==> config.mk <==
export PLATFORM = sky130hd
export DESIGN_NAME = pipe_stage_skid
export DESIGN_NICKNAME = d
export VERILOG_FILES = /design/src/rtl/pipe_pkg.sv /design/src/rtl/sat_counter.sv /design/src/rtl/pipe_stage_skid.sv
export SDC_FILE = /design/constraint.sdc
export NUM_CORES = 1
export LEC_CHECK = 0
export ABC_CLOCK_PERIOD_IN_PS = 7200
export BUFFER_PORTS_ARGS = -buffer_cell sky130_fd_sc_hd__buf_4
export CORE_ASPECT_RATIO = 1.25
export CORE_MARGIN = 4
export CORE_UTILIZATION = 55
export DETAILED_ROUTE_END_ITERATION = 7
export GPL_ROUTABILITY_DRIVEN = 0
export HOLD_SLACK_MARGIN = 0.03
export PLACE_DENSITY = 0.9
export SLEW_MARGIN = 40
export SYNTH_ARGS = -nofsm -noshare
export SYNTH_HDL_FRONTEND = slang
export SYNTH_HIERARCHICAL = 1
export SYNTH_SLANG_ARGS = --single-unit
export TNS_END_PERCENT = 30
==> constraint.sdc <==
create_clock -name clk -period 7.2 [get_ports clk]
set_clock_uncertainty 0.1 [all_clocks]
set_input_delay 1.44 -clock clk [delete_from_list [all_inputs] [get_ports clk]]
set_output_delay 1.44 -clock clk [all_outputs]
set_load 0.005 [all_outputs]
==> src/rtl/pipe_pkg.sv <==
// Shared definitions for the pipeline stage registers.
// Includes the skid FSM state encoding and the control value that means "no operation".
package pipe_pkg;

   typedef enum logic [1:0] {
      ST_EMPTY,
      ST_ONE,
      ST_TWO
   } skid_state_t;

   // All-zero control is a bubble in every stage; widen or narrow with a cast at the use site.
   localparam int unsigned CTRL_NOP = '0;

endpackage

==> src/rtl/sat_counter.sv <==
// Saturating up-counter with a synchronous clear that wins over increment.
// Used for the stall and bubble performance counters.
module sat_counter
   import pipe_pkg::*;
#(
   parameter int CNT_W = 16
) (
   input  logic             clk,
   input  logic             reset,
   input  logic             clr,
   input  logic             inc,
   output logic [CNT_W-1:0] count
);

   logic [CNT_W-1:0] count_q;
   logic [CNT_W-1:0] count_d;

   // Hold at all-ones instead of wrapping, so long stalls never read back as small numbers.
   always_comb begin
      count_d = count_q;
      if (clr) begin
         count_d = '0;
      end else if (inc && (count_q != '1)) begin
         count_d = count_q + 1'b1;
      end
   end

   always_ff @(posedge clk or posedge reset) begin
      if (reset) begin
         count_q <= '0;
      end else begin
         count_q <= count_d;
      end
   end

   assign count = count_q;

endmodule

==> src/rtl/pipe_stage_skid.sv <==
// Pipeline stage register with a 2-entry skid buffer and valid/ready handshaking.
// Also provides a synchronous flush-to-bubble and saturating stall/bubble counters.
module pipe_stage_skid
   import pipe_pkg::*;
#(
   parameter int DATA_W              = 64,
   parameter int CTRL_W              = 16,
   parameter bit CLEAR_DATA_ON_FLUSH = 1'b0,
   parameter int CNT_W               = 16
) (
   input  logic              clk,
   input  logic              reset,
   input  logic              flush,
   input  logic              in_valid,
   output logic              in_ready,
   input  logic [DATA_W-1:0] in_data,
   input  logic [CTRL_W-1:0] in_ctrl,
   output logic              out_valid,
   input  logic              out_ready,
   output logic [DATA_W-1:0] out_data,
   output logic [CTRL_W-1:0] out_ctrl,
   input  logic              cnt_clear,
   output logic [CNT_W-1:0]  stall_cnt,
   output logic [CNT_W-1:0]  bubble_cnt
);

   localparam logic [CTRL_W-1:0] NOP = CTRL_W'(CTRL_NOP);

   skid_state_t       state_q, state_d;
   logic              in_ready_q, in_ready_d;
   logic [DATA_W-1:0] main_data_q, main_data_d;
   logic [CTRL_W-1:0] main_ctrl_q, main_ctrl_d;
   logic [DATA_W-1:0] skid_data_q, skid_data_d;
   logic [CTRL_W-1:0] skid_ctrl_q, skid_ctrl_d;
   logic              push;
   logic              pop;

   assign push = in_valid & in_ready_q;
   assign pop  = (state_q != ST_EMPTY) & out_ready;

   // Any slot that is not holding a live entry keeps ctrl at NOP, so out_ctrl is 0 when idle.
   // in_ready is precomputed from the next state, so it comes straight from a flop.
   always_comb begin
      state_d     = state_q;
      main_data_d = main_data_q;
      main_ctrl_d = main_ctrl_q;
      skid_data_d = skid_data_q;
      skid_ctrl_d = skid_ctrl_q;
      if (flush) begin
         state_d     = ST_EMPTY;
         main_ctrl_d = NOP;
         skid_ctrl_d = NOP;
         if (CLEAR_DATA_ON_FLUSH) begin
            main_data_d = '0;
            skid_data_d = '0;
         end
      end else begin
         unique case (state_q)
            ST_EMPTY: begin
               if (push) begin
                  state_d     = ST_ONE;
                  main_data_d = in_data;
                  main_ctrl_d = in_ctrl;
               end
            end
            ST_ONE: begin
               if (push && !pop) begin
                  state_d     = ST_TWO;
                  skid_data_d = in_data;
                  skid_ctrl_d = in_ctrl;
               end else if (push && pop) begin
                  main_data_d = in_data;
                  main_ctrl_d = in_ctrl;
               end else if (pop) begin
                  state_d     = ST_EMPTY;
                  main_ctrl_d = NOP;
               end
            end
            ST_TWO: begin
               if (pop) begin
                  state_d     = ST_ONE;
                  main_data_d = skid_data_q;
                  main_ctrl_d = skid_ctrl_q;
                  skid_ctrl_d = NOP;
               end
            end
            default: begin
               state_d     = ST_EMPTY;
               main_ctrl_d = NOP;
               skid_ctrl_d = NOP;
            end
         endcase
      end
      in_ready_d = (state_d != ST_TWO);
   end

   always_ff @(posedge clk or posedge reset) begin
      if (reset) begin
         state_q     <= ST_EMPTY;
         in_ready_q  <= 1'b1;
         main_data_q <= '0;
         main_ctrl_q <= NOP;
         skid_data_q <= '0;
         skid_ctrl_q <= NOP;
      end else begin
         state_q     <= state_d;
         in_ready_q  <= in_ready_d;
         main_data_q <= main_data_d;
         main_ctrl_q <= main_ctrl_d;
         skid_data_q <= skid_data_d;
         skid_ctrl_q <= skid_ctrl_d;
      end
   end

   assign in_ready  = in_ready_q;
   assign out_valid = (state_q != ST_EMPTY);
   assign out_data  = main_data_q;
   assign out_ctrl  = main_ctrl_q;

   sat_counter #(.CNT_W(CNT_W)) u_stall_cnt (
      .clk   (clk),
      .reset (reset),
      .clr   (cnt_clear),
      .inc   (out_valid & ~out_ready),
      .count (stall_cnt)
   );

   sat_counter #(.CNT_W(CNT_W)) u_bubble_cnt (
      .clk   (clk),
      .reset (reset),
      .clr   (cnt_clear),
      .inc   (~out_valid & out_ready),
      .count (bubble_cnt)
   );

endmodule

---- Word-level counts from Yosys, hierarchy flattened ----
Cells that the tools add are included.
storage, ports and cells
  register bits after elaboration ......... 195
  logic and storage cells ................. 72
operators by class
  add/subtract/negate cells ............... 2
  equality and inequality tests ........... 15
  mux-type cells .......................... 26
  bitwise logic cells ..................... 7
  reduce and logical (&&, ||, !) cells .... 14
operators with widths
  operator                                                                number
  64-bit 2-to-1 mux                                                       4
  16-bit 2-to-1 mux                                                       12
  64-bit case mux with 3 select lines                                     1
  16-bit case mux with 3 select lines                                     2
  16-bit by 1-bit adder with 16-bit output (second input constant)        2
  16-bit inequality test (second input constant)                          2
  2-bit 2-to-1 mux                                                        6
  2-bit inequality test (second input constant)                           6
  3-bit inequality test (second input constant)                           4
  2-bit case mux with 3 select lines                                      1
  3-bit AND reduction                                                     2
  6-bit AND reduction                                                     1
  2-bit nonzero test                                                      3
  1-bit bitwise AND                                                       4
  1-bit logical AND                                                       4
  4-bit inequality test (second input constant)                           1
  4-bit AND reduction                                                     1
  1-bit inverter                                                          3
  3-bit nonzero test                                                      1
  2-bit by 1-bit equality test with 1-bit output (second input constant)  1
  2-bit equality test (second input constant)                             1
  2-bit logical NOT                                                       1
  1-bit logical NOT                                                       1

---- Longest topological paths before layout ----
Gate-level depths: netlist of the first run.
  word-level depth ........................ 8
  depth in mapped cells ................... 10
  gate-level depth less buffers ........... 6

---- By module ----
The synthesis of the first run kept the hierarchy.
modules (own cells, without submodules)
  module           instances  cells an instance  area an instance (µm²)  seq. area each (µm²)
  pipe_stage_skid  1          599                7171.9                  4080.2
  sat_counter      2          101                932.1                   400.4

---- Least setup slack after synthesis of the first run ----
No wires, ideal clock.
  path kind ............................... in2reg
  start point ............................. input port out_ready
  end point ............................... register u_bubble_cnt.count_q[13], in the netlist u_bubble_cnt/count[13]
  setup time .............................. 0.078 ns
  data arrival time ....................... 3.008 ns
  required time ........................... 7.022 ns
  slack ................................... 4.014 ns
  stages .................................. 7
  path buffers ............................ 2
  cell sequence ........................... buf_2 > and2_1 > clkbuf_2 > nand3_1 > or4_4 > or4_1 > a21oi_1
on the way
  longest elaborated chain between the ends .. 3
ends and longest elaborated chain
  item                                 line                    source
  start, declared                      pipe_stage_skid.sv:19   input logic out_ready,
  1-bit bitwise AND                    pipe_stage_skid.sv:132  .inc (~out_valid & out_ready),
  1-bit logical AND                    sat_counter.sv:23       end else if (inc && (count_q != '1)) begin
  2-bit nonzero test (no source line)  -
  end signal, assigned                 sat_counter.sv:32       count_q <= count_d;
  end, declared                        sat_counter.sv:15       logic [CNT_W-1:0] count_q;
Every way passes these cells.
A chain may end at the register's enable or synchronous reset.

---- Final worst setup path of the first run ----
  start point ............................. register state_q[0]
  end point ............................... output port out_valid
on the way
  longest elaborated chain between the ends .. 1
ends and longest elaborated chain
  item                    line                    source
  start, declared         pipe_stage_skid.sv:29   skid_state_t state_q, state_d;
  start signal, assigned  pipe_stage_skid.sv:106  state_q <= state_d;
  2-bit nonzero test      pipe_stage_skid.sv:116  assign out_valid = (state_q != ST_EMPTY);
  end, declared           pipe_stage_skid.sv:18   output logic out_valid,
Every way passes these cells.

==> results of run 1 <==
## synth_stat cells, types with 10 or more instances
| cell type | instances |
|---|---|
| mux2i_1 | 78 |
| nor2_1 | 14 |
| a21oi_1 | 26 |
| mux2_2 | 72 |
| o2bb2ai_1 | 12 |
| dfrtp_1 | 194 |
| a22o_1 | 12 |
| buf_2 | 19 |
| nand2_1 | 100 |
| or3_1 | 12 |
| o21ai_1 | 13 |
| nand3_1 | 31 |
| o21ai_0 | 81 |
| o31ai_1 | 10 |
| or4_1 | 12 |
## registers in the layout, summed over array words and instances (netlist names)
signal              cells
u_bubble_cnt/count     16
in_ready                1
out_data               64
state_q                 2
skid_data_q            64
skid_ctrl_q            16
out_ctrl               16
u_stall_cnt/count      16
## area by class of cell
| cell class | instances | share of cell area |
|---|---|---|
| flip-flops and latches | 195 | 0.437 |
| clock inverters | 15 | 0.0161 |
| well taps | 216 | 0.0242 |
| inverters | 10 | 0.00448 |
| clock buffers | 17 | 0.0381 |
| repair buffers | 206 | 0.141 |
| multi-input cells | 544 | 0.340 |
## power groups by stage
stage / clock [µW] / sequential [µW] / combinational (µW)
floorplan: 0 / 1400 / 260
global placement: 0 / 1410 / 461
detailed placement: 0 / 1420 / 489
CTS: 980 / 1410 / 492
global route: 1030 / 1430 / 539
finish: 961 / 1410 / 484
## layer usage
| layer | GRT usage | vias to the layer above |
|---|---|---|
| li1 | - | 3241 |
| met1 | 0.273 | 3439 |
| met2 | 0.399 | 270 |
| met3 | 0.0680 | 33 |
| met4 | 0.0852 | 0 |
| met5 | 0 | - |
## kinds of logic (layout without fill, tap and decap cells)
family,count (synthesis),count (layout),synth area share
and+or+nand+nor,224,224,0.128
adders and majority gates,2,2,0.00277
muxes,150,150,0.176
DFF,195,195,0.540
buffers and inverters,62,248,0.0411
AOI/OAI and AO/OA,168,168,0.112
## per-stage QoR
stage | total power, µW | cell area, µm² | instances | hold WS, ns
after floorplan | 1660 | 9040 | 801 | 0.370
after global placement | 1870 | 10500 | 1169 | 0.363
after detailed placement | 1910 | 10600 | 1171 | 0.371
after CTS | 2880 | 11200 | 1203 | 0.388
after global routing | 2990 | 11200 | 1203 | 0.415
final | 2850 | 11200 | 1203 | 0.384
## path summary, 6_finish.rpt
check / slack [ns] / cells after the start / end
max: 3.96 / 3 / out_valid
min: 0.38 / 2 / out_data[45]
max reg2reg: 4.11 / 6 / u_stall_cnt/count[13]
min reg2reg: 0.38 / 2 / out_data[45]
max in group asynchronous: 4.90 / 3 / out_data[57]
min in group asynchronous: 0.97 / 2 / out_ctrl[11]
## critical path: cells and delay by family, from the launching register on
| kind | cells | cell delay (ns) |
|---|---|---|
| flops | 1 | 0.85 |
| buf+inv | 2 | 0.22 |
| simple gates | 1 | 0.19 |
==> flow_summary.ini, run 1 <==
[floorplanning]
die_x_um = 123
die-area_um2 = 18600
num_rows = 52
coreArea_um2 = 16100
fp.dieH_um = 151
io_pins = 200
start_util = 0.560

[worst_setup_path]
r2r-start = state_q[0]
crit_type = register to primary output
cp_slowest_cell = dfrtp_1
crit_required_ns = 5.66
start_kind = register
end_kind = primary output
startpoint = state_q[0]
cp_slowest_stage_delay_ns = 0.85
crit_arrival_ns = 1.70
cp_max_fo = 22
path_cells = nor2_1, inv_1, buf_4

[global_route]
antenna_found_initial = 0
grt_use_total = 0.231
grt_max_degree = 129
grt_pass1_wl_um = 34000
overflow = 0
first_global_vias = 6874

[synthesis]
ys.flop_type = dfrtp_1
yosysSeqAreaShare = 0.540
ys_ff_latch = 195
synth.distinct_cells = 49
synth_fp_nets = 889
yosysWarnings = 6
ys_top_cells_by_area = dfrtp_1, mux2_2, mux2i_1
synth_edf_count = 0
synth_area_um2 = 9040
yosysTopAreaCell = dfrtp_1
syn-instance-count = 801
synthArstFlopShare = 1.00
synth_top_area_share = 0.537
synth.avg_cell_area_um2 = 11.3

[final_layout]
drive_gt1_frac = 0.333
mostFrequentLayoutCells = buf_4, dfrtp_1, nand2_1, o21ai_0, mux2i_1
fill_cells = 1180
nets = 1062
seq_area_um2 = 4880
final_util = 0.693
areaGrowthSynthToFinish_pct = 23.7
multi_input_area_um2 = 3800
antennaDiodeCount = 0
final_common_cell = buf_4

[clocking]
cts.sinks = 195
cts_setup_buffers = 0
cts_tree = done
clkLatencyLatePin_ns = 0.43
cts_max_level = 4
cts_resized = 0
cts_hold_buf = 0
ctsLongestPathBuffers = 2
cts_made_buffers = 17
cts.clk_slew.worst_paths_ns = 0.08
clockRootBuffer = clkbuf_16

[detailed_routing]
vias = 6983
via_per_inst = 5.80
ant_nets = 0
drt-initial-drc-count = 427
first_pass_iters = 5
route.detailed.drc = 0
met1_length_um = 8270
wl_met3_um = 1600
dr.max_layer_used = met4
met2WireLength_um = 11000
detail_route.wl_per_cell_um = 17.8
wl_um = 21400

[power_and_ir_drop]
power_frac_comb = 0.170
p_per_area_nw_per_um2 = 255
clockPowerShare = 0.337
p_leak_uw = 0.00496
switching_share = 0.277
pwr-share-seq = 0.493
ir_drop_uv = 216
intPower_uw = 2060
p_switching_uw = 789

[sta]
worst_pin_slew_ns = 0.807
final.setup.tns_ns = 0
setup_viol = 0
fin_crit_sh = 0.450
maxSlewHeadroom = 0.457
rsz0062_at_grt = false
fmaxAchievable_mhz = 309
slew_viol_final = 0
worst_slack_ns = 3.96
min_period_ns = 3.24
finalHoldViolCount = 0

[place]
hpwl_um = 14800
pre_cts_ws_ns = 3.61
portBuffers = 199

[min_path]
hp-class = register to register
min_from = out_data[45]

[flow_run]
maxCapViolations = 0

[status]
status = complete, no violations
Power figures use the tool's default switching activity.
==> inputs of run 2 (changes only) <==
--- a/config.mk
+++ b/config.mk
@@ -5,15 +5,15 @@
 export SDC_FILE = /design/constraint.sdc
 export NUM_CORES = 1
 export LEC_CHECK = 0
-export ABC_CLOCK_PERIOD_IN_PS = 7200
+export ABC_CLOCK_PERIOD_IN_PS = 2700
 export BUFFER_PORTS_ARGS = -buffer_cell sky130_fd_sc_hd__buf_4
 export CORE_ASPECT_RATIO = 1.25
 export CORE_MARGIN = 4
-export CORE_UTILIZATION = 55
+export CORE_UTILIZATION = 49
 export DETAILED_ROUTE_END_ITERATION = 7
 export GPL_ROUTABILITY_DRIVEN = 0
 export HOLD_SLACK_MARGIN = 0.03
-export PLACE_DENSITY = 0.9
+export PLACE_DENSITY = 0.85
 export SLEW_MARGIN = 40
 export SYNTH_ARGS = -nofsm -noshare
 export SYNTH_HDL_FRONTEND = slang
==> constraint.sdc (replaced) <==
create_clock -name clk -period 2.7 [get_ports clk]
set_clock_uncertainty 0.1 [all_clocks]
set_input_delay 0.54 -clock clk [delete_from_list [all_inputs] [get_ports clk]]
set_output_delay 0.54 -clock clk [all_outputs]
set_load 0.005 [all_outputs]
==> run 2 against run 1 <==
Global-route usage fell by 2.2 points. Cell count rose by 2.2%. Combinational power increased to 2.7 times the previous value. First-iteration DRC count is 16% lower. Routed wire length up 0.84%. Register-to-register slack lost 3.7 ns. Die area up 12%. Critical path depth up 3. Via count grew 0.19%. Sequential cell count did not move. Clock power rose to 2.7 times the previous value. Worst setup slack got worse by 3.6 ns. Critical path type is now register to register. Highest routed layer unchanged.
==> flow_summary.ini, run 2 (synthesized netlist as in run 1, its figures left out) <==
[sta]
maxSlewHeadroom = 0.536
worst_slack_ns = 0.368
min_period_ns = 2.33
fin_crit_sh = 0.864
worst_pin_slew_ns = 0.694
finalHoldViolCount = 0
fmaxAchievable_mhz = 429
rsz0062_at_grt = false
slew_viol_final = 0
final.setup.tns_ns = 0
setup_viol = 0

[detailed_routing]
drt-initial-drc-count = 359
ant_nets = 0
detail_route.wl_per_cell_um = 17.5
wl_um = 21600
vias = 6996
route.detailed.drc = 0
first_pass_iters = 5
via_per_inst = 5.69

[floorplanning]
start_util = 0.499
coreArea_um2 = 18100
num_rows = 55
die_x_um = 129
fp.dieH_um = 160
die-area_um2 = 20700
io_pins = 200

[clocking]
clkLatencyLatePin_ns = 0.43
cts.clk_slew.worst_paths_ns = 0.08
ctsLongestPathBuffers = 2
cts_made_buffers = 17
cts_tree = done
cts_setup_buffers = 0
cts_hold_buf = 0
cts_max_level = 4
cts_resized = 0
clockRootBuffer = clkbuf_16
cts.sinks = 195

[final_layout]
areaGrowthSynthToFinish_pct = 25.7
fill_cells = 1413
final_cells = 1230
final_util = 0.628
design_area_um2 = 11400
final_common_cell = buf_4
drive_gt1_frac = 0.341
antennaDiodeCount = 0
mostFrequentLayoutCells = buf_4, dfrtp_1, nand2_1, o21ai_0, mux2i_1
nets = 1077

[global_route]
grt_use_total = 0.209
grt_max_degree = 93
grt_pass1_wl_um = 34800
antenna_found_initial = 0
first_global_vias = 6900
overflow = 0

[place]
hpwl_um = 15000
portBuffers = 199
dp.cells = 1198
pre_cts_ws_ns = 0.266
dpl_cell_area_um2 = 10800

[worst_setup_path]
crit_arrival_ns = 2.59
crit_type = register to register
cp_max_fo = 8
crit_required_ns = 2.95
start_kind = register
end_kind = register

[flow_run]
maxCapViolations = 0

[status]
status = complete, no violations

[power_and_ir_drop]
p_leak_uw = 0.00506
ir_drop_uv = 477
p_per_area_nw_per_um2 = 671

[min_path]
hp-class = primary input to async pin
## run 2: changes by cell type in the layout (fill, tap and decap cells not counted), sizes merged
cell    previous run  this run
clkinv             4         7
inv               18        14
buf              205       221
## run 2: through the flow
| stage | total power, µW | hold slack [ns] |
|---|---|---|
| after floorplan | 4420 | 0.354 |
| after global placement | 5030 | 0.364 |
| after detailed placement | 5120 | 0.371 |
| after CTS | 7690 | 0.120 |
| after global routing | 7990 | 0.169 |
| final | 7620 | 0.118 |
## run 2: power by group
| group | switching [µW] | internal, µW |
|---|---|---|
| combinational | 576 | 750 |
| sequential | 286 | 3440 |
| clock | 1220 | 1350 |
| total | 2080 | 5540 |
## run 2: final timing paths
check | startpoint | endpoint | slack (ns) | cells after the start
max | state_q[0] | u_bubble_cnt/count[13] | 0.37 | 6
min reg2reg | out_data[20] | out_data[20] | 0.38 | 2
min | reset | u_bubble_cnt/count[9] | 0.12 | 2
min in group clk | in_data[54] | skid_data_q[54] | 0.25 | 2
max in group asynchronous | reset | out_data[63] | 1.73 | 3
max reg2reg | state_q[0] | u_bubble_cnt/count[13] | 0.37 | 6
## run 2: layer usage
layer | track usage | vias up | wire [µm]
li1 | - | 3279 | -
met3 | 0.0582 | 30 | 1650
met2 | 0.355 | 224 | 11000
met5 | 0 | - | 0
met4 | 0.0558 | 0 | 340
met1 | 0.262 | 3463 | 8590
## run 2: area by class of cell
| cell class | count | area [µm²] | share of cell area |
|---|---|---|---|
| timing repair buffer | 221 | 1750 | 0.154 |
| clock buffer | 18 | 439 | 0.0387 |
| clock inverter | 14 | 166 | 0.0146 |
| tap | 228 | 285 | 0.0251 |
| multi-input combinational | 544 | 3800 | 0.335 |
| inverter | 10 | 41.3 | 0.00363 |
| sequential | 195 | 4880 | 0.430 |
## run 2: critical path, cell delays in order (launching register included)
cell and delay, ns:
dfrtp_1 0.38, nor2_1 0.19, and2_1 0.31, nand3_1 0.22, or4_4 0.50, or4_1 0.41, a21oi_1 0.16
==> inputs of run 3 (changes only) <==
--- a/config.mk
+++ b/config.mk
@@ -7,13 +7,14 @@
 export LEC_CHECK = 0
 export ABC_CLOCK_PERIOD_IN_PS = 2700
 export BUFFER_PORTS_ARGS = -buffer_cell sky130_fd_sc_hd__buf_4
+export CELL_PAD_IN_SITES_DETAIL_PLACEMENT = 1
+export CELL_PAD_IN_SITES_GLOBAL_PLACEMENT = 2
 export CORE_ASPECT_RATIO = 1.25
 export CORE_MARGIN = 4
-export CORE_UTILIZATION = 49
+export CORE_UTILIZATION = 32
 export DETAILED_ROUTE_END_ITERATION = 7
-export GPL_ROUTABILITY_DRIVEN = 0
 export HOLD_SLACK_MARGIN = 0.03
-export PLACE_DENSITY = 0.85
+export PLACE_DENSITY = 0.86
 export SLEW_MARGIN = 40
 export SYNTH_ARGS = -nofsm -noshare
 export SYNTH_HDL_FRONTEND = slang
==> run 3 against run 2 <==
Non-clock buffer count rose by 1. Largest cell class unchanged. Clock power rose by 3%. Largest power group unchanged. Total power increased by 1.4%. Critical path type unchanged.
==> flow_summary.ini, run 3 (synthesized netlist as in run 1, its figures left out) <==
[status]
status = complete, no violations

[final_layout]
drive_gt1_frac = 0.341
nets = 1078
antennaDiodeCount = 0
mostFrequentLayoutCells = buf_4, dfrtp_1, nand2_1, o21ai_0, mux2i_1
fill_cells = 3054
final_cells = 1353
areaGrowthSynthToFinish_pct = 27.9
final_common_cell = buf_4

[sta]
rsz0062_at_grt = false
fin_crit_sh = 0.843
worst_pin_slew_ns = 0.685
finalHoldViolCount = 0
final.setup.tns_ns = 0
slew_viol_final = 0
maxSlewHeadroom = 0.543
hold_ws_ns = 0.0397
fmaxAchievable_mhz = 439
setup_viol = 0
min_period_ns = 2.28

[power_and_ir_drop]
ir_drop_uv = 376
power_frac_comb = 0.176
intPower_uw = 5630
p_leak_uw = 0.00508
p_switching_uw = 2100
pwr-share-seq = 0.482
p_per_area_nw_per_um2 = 668
switching_share = 0.272
clockPowerShare = 0.342
finalPower_uw = 7720

[clocking]
cts_setup_buffers = 0
cts_max_level = 4
clockRootBuffer = clkbuf_16
cts.sinks = 195
cts_tree = done
cts_resized = 0
ctsLongestPathBuffers = 2
clkLatencyLatePin_ns = 0.44
cts.clk_slew.worst_paths_ns = 0.08
cts_hold_buf = 0
cts_made_buffers = 17

[global_route]
antenna_found_initial = 0
first_global_vias = 7318
overflow = 0
grt_use_total = 0.162
grt_max_degree = 79
grt_pass1_wl_um = 39800

[worst_setup_path]
r2r-start = state_q[0]
crit_required_ns = 2.96
cp_slowest_cell = or4_4
crit_type = register to register
cp_max_fo = 6
cp_slowest_stage_delay_ns = 0.50
end_kind = register
startpoint = state_q[0]
path_cells = nor2_1, and2_1, nand3_1, or4_4, or4_1, a21oi_1
start_kind = register
crit_arrival_ns = 2.54

[detailed_routing]
route.detailed.drc = 0
first_pass_iters = 5
wl_um = 25100
ant_nets = 0
drt-initial-drc-count = 294
detail_route.wl_per_cell_um = 18.5
via_per_inst = 5.17
vias = 6992

[place]
gp_congestion = 0.755
hpwl_um = 17800
dp.cells = 1321
portBuffers = 199

[flow_run]
maxCapViolations = 0

[floorplanning]
io_pins = 200
fp.dieH_um = 196
die-area_um2 = 31000
die_x_um = 158
start_util = 0.326
coreArea_um2 = 27700
num_rows = 68

[min_path]
hp-class = primary input to async pin
run 3: cell types whose count changed in the layout (fill, tap and decap cells not counted), sizes merged:
| cell | change |
|---|---|
| clkbuf | +1 |
| bufinv | +1 |
| clkinvlp | +1 |
| inv | +2 |
| clkinv | -5 |
| buf | +1 |
run 3: final timing paths:
check	slack [ns]	depth (start not counted)	endpoint
max in group asynchronous	1.67	3	skid_data_q[61]
worst max-delay path	0.42	6	u_bubble_cnt/count[13]
worst min register to register	0.38	2	out_data[27]
worst min-delay path	0.04	2	out_data[37]
min in group clk	0.23	2	skid_data_q[27]
worst max register to register	0.42	6	u_bubble_cnt/count[13]
run 3: power by group through the flow:
stage	registers, µW	clock network (µW)	logic (µW)
global placement	3750	0	1340
finish	3720	2640	1360
CTS	3730	2720	1400
detailed placement	3780	0	1390
floorplan	3730	0	695
global route	3790	2860	1520
run 3: worst max-delay path: cells and delay by family (launching register included):
family,cells,cell delay (ns)
and+or+nand+nor,5,1.58
DFF,1,0.38
AOI/OAI and AO/OA,1,0.15
run 3: metrics by stage:
step | util | setup WS, ns | area [µm²]
floorplan | - | -0.00999 | 9040
global placement | 0.395 | 0.377 | 10900
detailed placement | 0.395 | 0.320 | 11000
CTS | 0.417 | 0.413 | 11600
global route | 0.417 | 0.278 | 11600
finish | 0.417 | 0.424 | 11600
run 3: per-layer routing:
metal,vias up,GRT usage,part of all wire
li1,3281,-,-
met1,3529,0.192,0.40
met3,31,0.0351,0.045
met5,-,0,0
met2,151,0.288,0.53
met4,0,0.0553,0.023
run 3: cell type report:
type	instances	area, µm²	area share
Timing Repair Buffer	222	1790	0.155
Tap cell	350	438	0.0379
Clock inverter	13	159	0.0138
Inverter	10	41.3	0.00357
Clock buffer	19	443	0.0383
Multi-Input combinational cell	544	3800	0.329
Sequential cell	195	4880	0.422
